<file path="src/rtl/decade_chain_ctrl.sv">
// Run/pause/clear controller for a chain of BCD decade digits.
// A prescaler turns clk into count ticks; carries ripple digit to digit and counting stops on a programmable target.
module decade_chain_ctrl #(
   parameter int unsigned NDIG     = 2,
   parameter int unsigned PRESCALE = 4
) (
   input  logic              clk,
   input  logic              rst_n,
   input  logic              start,
   input  logic              stop,
   input  logic              clear,
   input  logic [4*NDIG-1:0] target,
   output logic [4*NDIG-1:0] cnt,
   output logic              tick,
   output logic              running,
   output logic              done,
   output logic              wrap
);

   localparam int unsigned CW = 4 * NDIG;
   localparam int unsigned PW = (PRESCALE > 1) ? $clog2(PRESCALE) : 1;
   localparam logic [PW-1:0] PLAST = PW'(PRESCALE - 1);

   typedef enum logic [1:0] {
      IDLE  = 2'd0,
      RUN   = 2'd1,
      PAUSE = 2'd2,
      DONE  = 2'd3
   } state_t;

   state_t        state;
   logic [PW-1:0] presc;
   logic [CW-1:0] tgt_q;
   logic [CW-1:0] cnt_inc;
   logic          all_nine;
   logic          go;

   // stop always beats start
   assign go      = start & ~stop;
   assign running = (state == RUN);

   // Ripple-carry BCD increment: digit i steps only when every lower digit is 9
   always_comb begin
      cnt_inc  = cnt;
      all_nine = 1'b1;
      for (int i = 0; i < int'(NDIG); i++) begin
         if (all_nine) begin
            cnt_inc[4*i +: 4] = (cnt[4*i +: 4] == 4'd9) ? 4'd0 : cnt[4*i +: 4] + 4'd1;
         end
         all_nine = all_nine & (cnt[4*i +: 4] == 4'd9);
      end
   end

   always_ff @(posedge clk or negedge rst_n) begin
      if (!rst_n) begin
         state <= IDLE;
         cnt   <= '0;
         presc <= '0;
         tgt_q <= '0;
         tick  <= 1'b0;
         done  <= 1'b0;
         wrap  <= 1'b0;
      end else begin
         tick <= 1'b0;
         done <= 1'b0;
         wrap <= 1'b0;
         if (clear) begin
            state <= IDLE;
            cnt   <= '0;
            presc <= '0;
         end else begin
            case (state)
               IDLE: begin
                  if (go) begin
                     state <= RUN;
                     tgt_q <= target;
                  end
               end
               RUN: begin
                  if (stop) begin
                     state <= PAUSE;
                  end else if (presc == PLAST) begin
                     // count step; hitting the target parks the counter in DONE
                     presc <= '0;
                     tick  <= 1'b1;
                     cnt   <= cnt_inc;
                     wrap  <= all_nine;
                     if (cnt_inc == tgt_q) begin
                        done  <= 1'b1;
                        state <= DONE;
                     end
                  end else begin
                     presc <= presc + PW'(1);
                  end
               end
               PAUSE: begin
                  if (go) state <= RUN;
               end
               DONE: begin
                  if (go) begin
                     state <= RUN;
                     tgt_q <= target;
                  end
               end
               default: state <= IDLE;
            endcase
         end
      end
   end

endmodule

</file>
<file path="config.mk">
export PLATFORM = sky130hd
export DESIGN_NAME = decade_chain_ctrl
export DESIGN_NICKNAME = d
export VERILOG_FILES = /design/src/rtl/decade_chain_ctrl.sv
export SDC_FILE = /design/constraint.sdc
export NUM_CORES = 1
export LEC_CHECK = 0
export CAP_MARGIN = 5
export CORE_UTILIZATION = 52
export DETAILED_ROUTE_END_ITERATION = 12
export PLACE_DENSITY = 0.77
export SYNTH_ARGS = -nofsm -noshare
export SYNTH_HDL_FRONTEND = slang
export SYNTH_SLANG_ARGS = --single-unit
</file>
<file path="constraint.sdc">
create_clock -name clk -period 2.3 [get_ports clk]
set_clock_uncertainty 0.15 [all_clocks]
set_input_delay 0.345 -clock clk [delete_from_list [all_inputs] [get_ports clk]]
set_output_delay 0.345 -clock clk [all_outputs]
set_load 0.02 [all_outputs]
</file>
==> metrics.md, run 1 <==
| Metric | Value |
|---|---|
| Core ar. | `2500 um2` |
| Die Span X | `53.89 um` |
| Post-synthesis simple-gate area fraction | `24.22%` |
| # IOs | `25` |
| LEAKAGE | `0.0006856 uW` |
| First-pass GRT wire length | `4.871 mm` |
| Mapped Nets | `159` |
| Root Driver | `clkbuf_4` |
| Total GRT Usage | `24.07%` |
| Max Slew Vio Count | `0` |
| Area Overhead vs Synth | `24.31%` |
| Final TNS setup | `0 ns` |
| Pwr/cell area | `536.0 nW/um2` |
| Synth unique cells | `43` |
| Cts bufs inserted | `3` |
| Adder-cell share of the synthesized area | `3.575%` |
| Hold Path Class | `input pin to async pin` |
| Hpwl dp | `2.191 mm` |
| CTS tree | `built` |
| Final hold violations | `0` |
| Synth Warn # | `0` |
| Worst-path clk slew | `0.13 ns` |
| Total grt overflow | `0` |
| DR iter-0 viols | `26` |
| DP Area | `1709 um2` |
| Final Cycle Share | `95.73%` |
| Hold slack final | `0.2104 ns` |
| Share of layout cells above drive strength 1 | `17.92%` |
| # DRC | `0` |
| Peak Freq | `454.2 MHz` |
| Seq/Total Area, Yosys | `41.11%` |
| Ys flop type | `dfrtp_1` |
| Main combinational cell family by area after synthesis | `simple AND/OR/NAND/NOR gates` |
| RSZ-0062 raised after global routing | `false` |
| Site Rows | `18` |
| Worst Max-Slew Pin Slew | `0.3408 ns` |
| Ys async rst share | `100.0%` |
| Mapped Cells | `142` |
| Final instance area | `1740 um2` |
| Worst Setup Start Kind | `flop` |
| Full die area | `2904 um2` |
| Setup-failing EPs final | `0` |
| Post-synthesis compound-gate area fraction | `15.19%` |
| Drt pass-1 iters | `5` |
| Vias in the first global route | `1123` |
| Via Count | `1167` |
| Synthesized area | `1400 um2` |
| Worst path arrival time | `1.71 ns` |
| Initial Util | `56.01%` |
| Placer congestion estimate | `0.8577` |
| Pre-CTS setup slack | `0.1312 ns` |
| WL final | `3.035 mm` |
| CTS Buffer Depth | `2` |
| Nets | `191` |
| DR WL/cell | `14.95 um` |
| Min Tclk post-route | `2.202 ns` |
| Crit Path Category | `flop to output port` |
| Max-Cap Viols | `0` |
| Largest net degree at the start of global routing | `24` |
| Worst slew margin | `77.24%` |
| Synthesized flop and latch total | `23` |
| CTS sink cnt | `23` |
| Crit path required time | `1.80 ns` |
| Diode count | `0` |
| CTS H-tree depth | `1` |
| CP endpoint kind | `output port` |
| Clk_lat worst skew | `0.32 ns` |
| Die Span Y | `53.89 um` |
| Reg2reg setup slack | `0.12 ns` |
| Final worst slack | `0.09824 ns` |
| # fillers | `196` |
| Peak VDD IR | `435.1 uV` |
| EDFF count, synth | `0` |
| Vias per cell | `5.749` |
| Number of I/O port buffers | `24` |
| Post-route ant nets | `0` |
| Worst-path fanout max | `6` |
| Status | `completed` |
| Synthesized area per cell | `9.860 um2` |
| Initial antenna violation count | `0` |
| XOR/XNOR share of the synthesized area | `5.004%` |
| Post-synthesis mux area share | `6.971%` |
==> synth_stat cells (2+ instances only) <==
cell type / count / area share (%)
a21oi_1: 7 / 2.5
buf_2: 2 / 0.71
clkbuf_1: 2 / 0.54
dfrtp_1: 23 / 41
ha_1: 4 / 3.6
inv_1: 7 / 1.9
mux2_2: 6 / 4.8
mux2i_1: 3 / 2.1
nand2_1: 10 / 2.7
nand2b_1: 5 / 2.2
nand3_1: 5 / 1.8
nor2_1: 15 / 4.0
nor3_1: 9 / 3.2
nor3b_2: 2 / 1.8
o21a_1: 2 / 1.1
o21ai_0: 6 / 2.1
o2bb2ai_1: 2 / 1.3
xnor2_1: 6 / 3.8
xor2_1: 2 / 1.3
==> path summary, 6_finish.rpt <==
kind / start / endpoint / cells after the start
worst max-delay path: state[1] / running / 3
worst min-delay path: rst_n / cnt[7] / 2
worst max register to register: cnt[5] / done / 8
worst min register to register: state[1] / state[1] / 1
max in group asynchronous: rst_n / tgt_q[5] / 2
min in group clk: state[1] / state[1] / 1
==> power breakdown <==
group / internal [uW] / switching, uW / total, uW / leakage, uW
registers: 455 / 49.6 / 505 / 0.000304
logic: 131 / 99.0 / 230 / 0.000368
clock network: 66.6 / 131 / 198 / 0.0000139
total: 653 / 280 / 933 / 0.000686
==> per-layer routing <==
| metal | vias up | part of all wire, % | track usage (%) |
|---|---|---|---|
| met5 | - | 0 | 0 |
| met4 | 0 | 2.2 | 8.772 |
| met3 | 8 | 5.6 | 5.650 |
| met2 | 38 | 48 | 41.15 |
| met1 | 555 | 44 | 29.21 |
| li1 | 566 | - | - |
==> metrics by stage <==
step / total power, uW / cells / util, %
CTS: 936.9 / 203 / 69.57
detailed placement: 740.9 / 199 / 68.37
finish: 932.9 / 203 / 69.62
global placement: 730.0 / 199 / 68.37
global route: 980.6 / 203 / 69.62
floorplan: 661.1 / 142 / -
==> state kept, by name, indices dropped and copies added (netlist names) <==
signal / cells
tick: 1
tgt_q: 8
presc: 2
done: 1
cnt: 8
wrap: 1
state: 2
==> cells by family after synthesis <==
family	Yosys count
buffers and inverters	12
AOI/OAI and AO/OA	30
adders and majority gates	4
muxes	9
xor gates and xnor gates	8
and+or+nand+nor	56
DFF	23
==> timing repair <==
action / CTS / global route
resized for setup: 0 / 1
setup buffers: 0 / 0
endpoints found under the setup margin: 0 / 1
hold buffers: 0 / 0
endpoints found under the hold margin: 0 / 0
==> final cells by class <==
cell class,instances,area [um2],share of cell area [%]
inverters,7,26.28,1.510
flip-flops and latches,23,575.6,33.07
clock buffers,3,22.52,1.294
well taps,30,37.54,2.157
clock inverters,1,7.507,0.4313
multi-input cells,107,770.7,44.28
repair buffers,32,300.3,17.25
==> cell usage in the layout, fill, tap and decap left out, types with 3 or more instances in the layout <==
cell type,instances
clkbuf_4,3
dfrtp_1,23
inv_1,7
mux2i_1,3
nand2b_1,5
nor3_1,9
mux2_2,6
nand2_1,10
o21ai_0,6
clkdlybuf4s50_1,24
nand3_1,5
a21oi_1,7
ha_1,4
buf_4,8
xnor2_1,6
nor2_1,15
==> critical path, stage by stage, from the launching register on <==
cell             delay, ns
dfrtp_1               0.41
inv_1                 0.07
ha_1                  0.26
clkdlybuf4s50_1       0.64
Power figures use the tool's default switching activity.
==> run 2, diff against run 1 <==
--- a/config.mk
+++ b/config.mk
@@ -5,9 +5,9 @@
 export SDC_FILE = /design/constraint.sdc
 export NUM_CORES = 1
 export LEC_CHECK = 0
-export CAP_MARGIN = 5
 export CORE_UTILIZATION = 52
 export DETAILED_ROUTE_END_ITERATION = 12
+export MAX_ROUTING_LAYER = met4
 export PLACE_DENSITY = 0.77
 export SYNTH_ARGS = -nofsm -noshare
 export SYNTH_HDL_FRONTEND = slang
==> metrics.md, run 2 (same netlist as run 1, synthesis figures left out) <==
| Metric | Value |
|---|---|
| Status | `completed (unchanged)` |
| Comb pwr share | `24.7% (was 24.6%)` |
| Crit path required time | `1.80 ns (about the same)` |
| Multi-input gate area | `770.7 um2 (unchanged)` |
| Final Cycle Share | `95.56% (was 95.73%)` |
| Crit path max-delay family | `buffers and inverters (unchanged)` |
| Pwr/cell area | `535.0 nW/um2 (was 536.0 nW/um2)` |
| Largest regs | `cnt x8, tgt_q x8 (unchanged)` |
| CTS H-tree depth | `1 (unchanged)` |
| Initial antenna violation count | `0 (unchanged)` |
| NetSw | `278.4 uW (was 280.2 uW)` |
| Min Tclk post-route | `2.198 ns (was 2.202 ns)` |
| Total GRT Usage | `24.85% (was 24.07%)` |
| Hold slack final | `0.2111 ns (was 0.2104 ns)` |
| Die Span Y | `53.89 um (unchanged)` |
| First-pass GRT wire length | `4.878 mm (was 4.871 mm)` |
| Initial Util | `56.01% (unchanged)` |
| Full die area | `2904 um2 (unchanged)` |
| LEAKAGE | `0.0006856 uW (unchanged)` |
| Setup-failing EPs final | `0 (unchanged)` |
| Post-route ant nets | `0 (unchanged)` |
| Worst path arrival time | `1.70 ns (was 1.71 ns)` |
| # fillers | `196 (unchanged)` |
| CTS Buffer Depth | `2 (unchanged)` |
| Largest net degree at the start of global routing | `24 (unchanged)` |
| Worst path buffer plus inverter count | `2 (unchanged)` |
| WL final | `3.056 mm (was 3.035 mm)` |
| Number of I/O port buffers | `24 (unchanged)` |
| DR WL/cell | `15.05 um (was 14.95 um)` |
| FF/Latch Area | `575.6 um2 (unchanged)` |
| Reg2reg setup slack | `0.13 ns (was 0.12 ns)` |
| CP endpoint kind | `output port (unchanged)` |
| Worst-path fanout max | `6 (unchanged)` |
| Switching share of total power | `29.90% (was 30.03%)` |
| CTS tree | `built (unchanged)` |
| Most common cell after layout, fill and taps aside | `clkdlybuf4s50_1 (unchanged)` |
| # DRC | `0 (unchanged)` |
| Clk pwr share | `21.2% (about the same)` |
| Pint | `652.7 uW (about the same)` |
| Placer congestion estimate | `0.8714 (was 0.8577)` |
| Vias per cell | `5.690 (was 5.749)` |
| Clk_lat worst skew | `0.32 ns (about the same)` |
| Post_cts resized | `0 (unchanged)` |
| Setup Fix Bufs, Post-CTS | `0 (unchanged)` |
| Critical path cell sequence | `inv_1 -> ha_1 -> clkdlybuf4s50_1 (unchanged)` |
| Sequential fraction of design power | `54.2% (was 54.1%)` |
| Final worst slack | `0.1022 ns (was 0.09824 ns)` |
| Vias in the first global route | `1124 (was 1123)` |
| CP max stage cell | `clkdlybuf4s50_1 (unchanged)` |
| Pre-CTS setup slack | `0.1312 ns (unchanged)` |
| Max-Cap Viols | `0 (unchanged)` |
| Diode count | `0 (unchanged)` |
| Die Span X | `53.89 um (unchanged)` |
| Site Rows | `18 (unchanged)` |
| CTS sink cnt | `23 (unchanged)` |
| Share of layout cells above drive strength 1 | `17.92% (unchanged)` |
| Peak Freq | `455.0 MHz (was 454.2 MHz)` |
| Hold Path Class | `input pin to async pin (unchanged)` |
| Area Overhead vs Synth | `24.31% (unchanged)` |
| DR iter-0 viols | `28 (was 26)` |
| Placed cells | `199 (unchanged)` |
| Final hold violations | `0 (unchanged)` |
| Final TNS setup | `0 ns (unchanged)` |
| Core ar. | `2500 um2 (unchanged)` |
| Worst Setup Start Kind | `flop (unchanged)` |
| Number of hold-repair buffers added at the cts stage | `0 (unchanged)` |
| Crit Path Category | `flop to output port (unchanged)` |
| Hpwl dp | `2.191 mm (unchanged)` |
| Total grt overflow | `0 (unchanged)` |
| Peak VDD IR | `435.2 uV (was 435.1 uV)` |
| Worst-path clk slew | `0.13 ns (about the same)` |
| Drt pass-1 iters | `5 (unchanged)` |
| Nets | `191 (unchanged)` |
| Worst slew margin | `77.22% (was 77.24%)` |
| Most frequent cells in the layout | `clkdlybuf4s50_1, dfrtp_1, nor2_1 (unchanged)` |
| Cts bufs inserted | `3 (unchanged)` |
| # IOs | `25 (unchanged)` |
| Max Slew Vio Count | `0 (unchanged)` |
| Worst Max-Slew Pin Slew | `0.3411 ns (was 0.3408 ns)` |
| CP max stage delay | `0.64 ns (about the same)` |
| Via Count | `1155 (was 1167)` |
| RSZ-0062 raised after global routing | `false (unchanged)` |
| Non-filler cells, final | `203 (unchanged)` |
| Root Driver | `clkbuf_4 (unchanged)` |
run 2: cell counts in the layout (fill, tap and decap cells not counted):
Identical to the previous run, type by type.
run 2: per-stage QoR:
step | utilization [%] | total power (uW) | area [um2]
6_report | 69.62 | 931.1 | 1740
5_1_grt | 69.62 | 980.7 | 1740
4_1_cts | 69.57 | 936.9 | 1739
3_5_place_dp | 68.37 | 740.9 | 1709
3_3_place_gp | 68.37 | 730.0 | 1709
2_1_floorplan | - | 661.1 | 1400
run 2: path summary, 6_finish.rpt:
kind / start / end / cells past startpoint
min in group clk: state[1] / state[1] / 1
max reg2reg: cnt[5] / done / 8
max in group asynchronous: rst_n / cnt[0] / 2
min: rst_n / state[0] / 2
max: state[1] / running / 3
min reg2reg: state[1] / state[1] / 1
run 2: layout make-up:
| class | instances | area share, % |
|---|---|---|
| inverter | 7 | 1.510 |
| clock inverter | 1 | 0.4313 |
| timing repair buffer | 32 | 17.25 |
| clock buffer | 3 | 1.294 |
| multi-input combinational | 107 | 44.28 |
| tap | 30 | 2.157 |
| sequential | 23 | 33.07 |
run 2: layer usage:
layer,routed length [um],GRT usage (%),vias to the layer above
met5,0,-,-
met4,70,8.772,0
met2,1456,40.95,45
li1,-,-,563
met1,1330,29.57,537
met3,199,5.650,10
run 2: power groups by stage:
stage | Sequential [uW] | Clock [uW] | Combinational, uW
finish | 504 | 197 | 230
floorplan | 496 | 0 | 165
detailed placement | 512 | 0 | 229
global route | 510 | 215 | 256
global placement | 508 | 0 | 222
CTS | 504 | 202 | 232
==> run 3, diff against run 2 <==
--- a/config.mk
+++ b/config.mk
@@ -5,6 +5,7 @@
 export SDC_FILE = /design/constraint.sdc
 export NUM_CORES = 1
 export LEC_CHECK = 0
+export CAP_MARGIN = 25
 export CORE_UTILIZATION = 52
 export DETAILED_ROUTE_END_ITERATION = 12
 export MAX_ROUTING_LAYER = met4
==> results of run 3 <==
The final DEF is identical to that of run 2; final timing and power are the same.
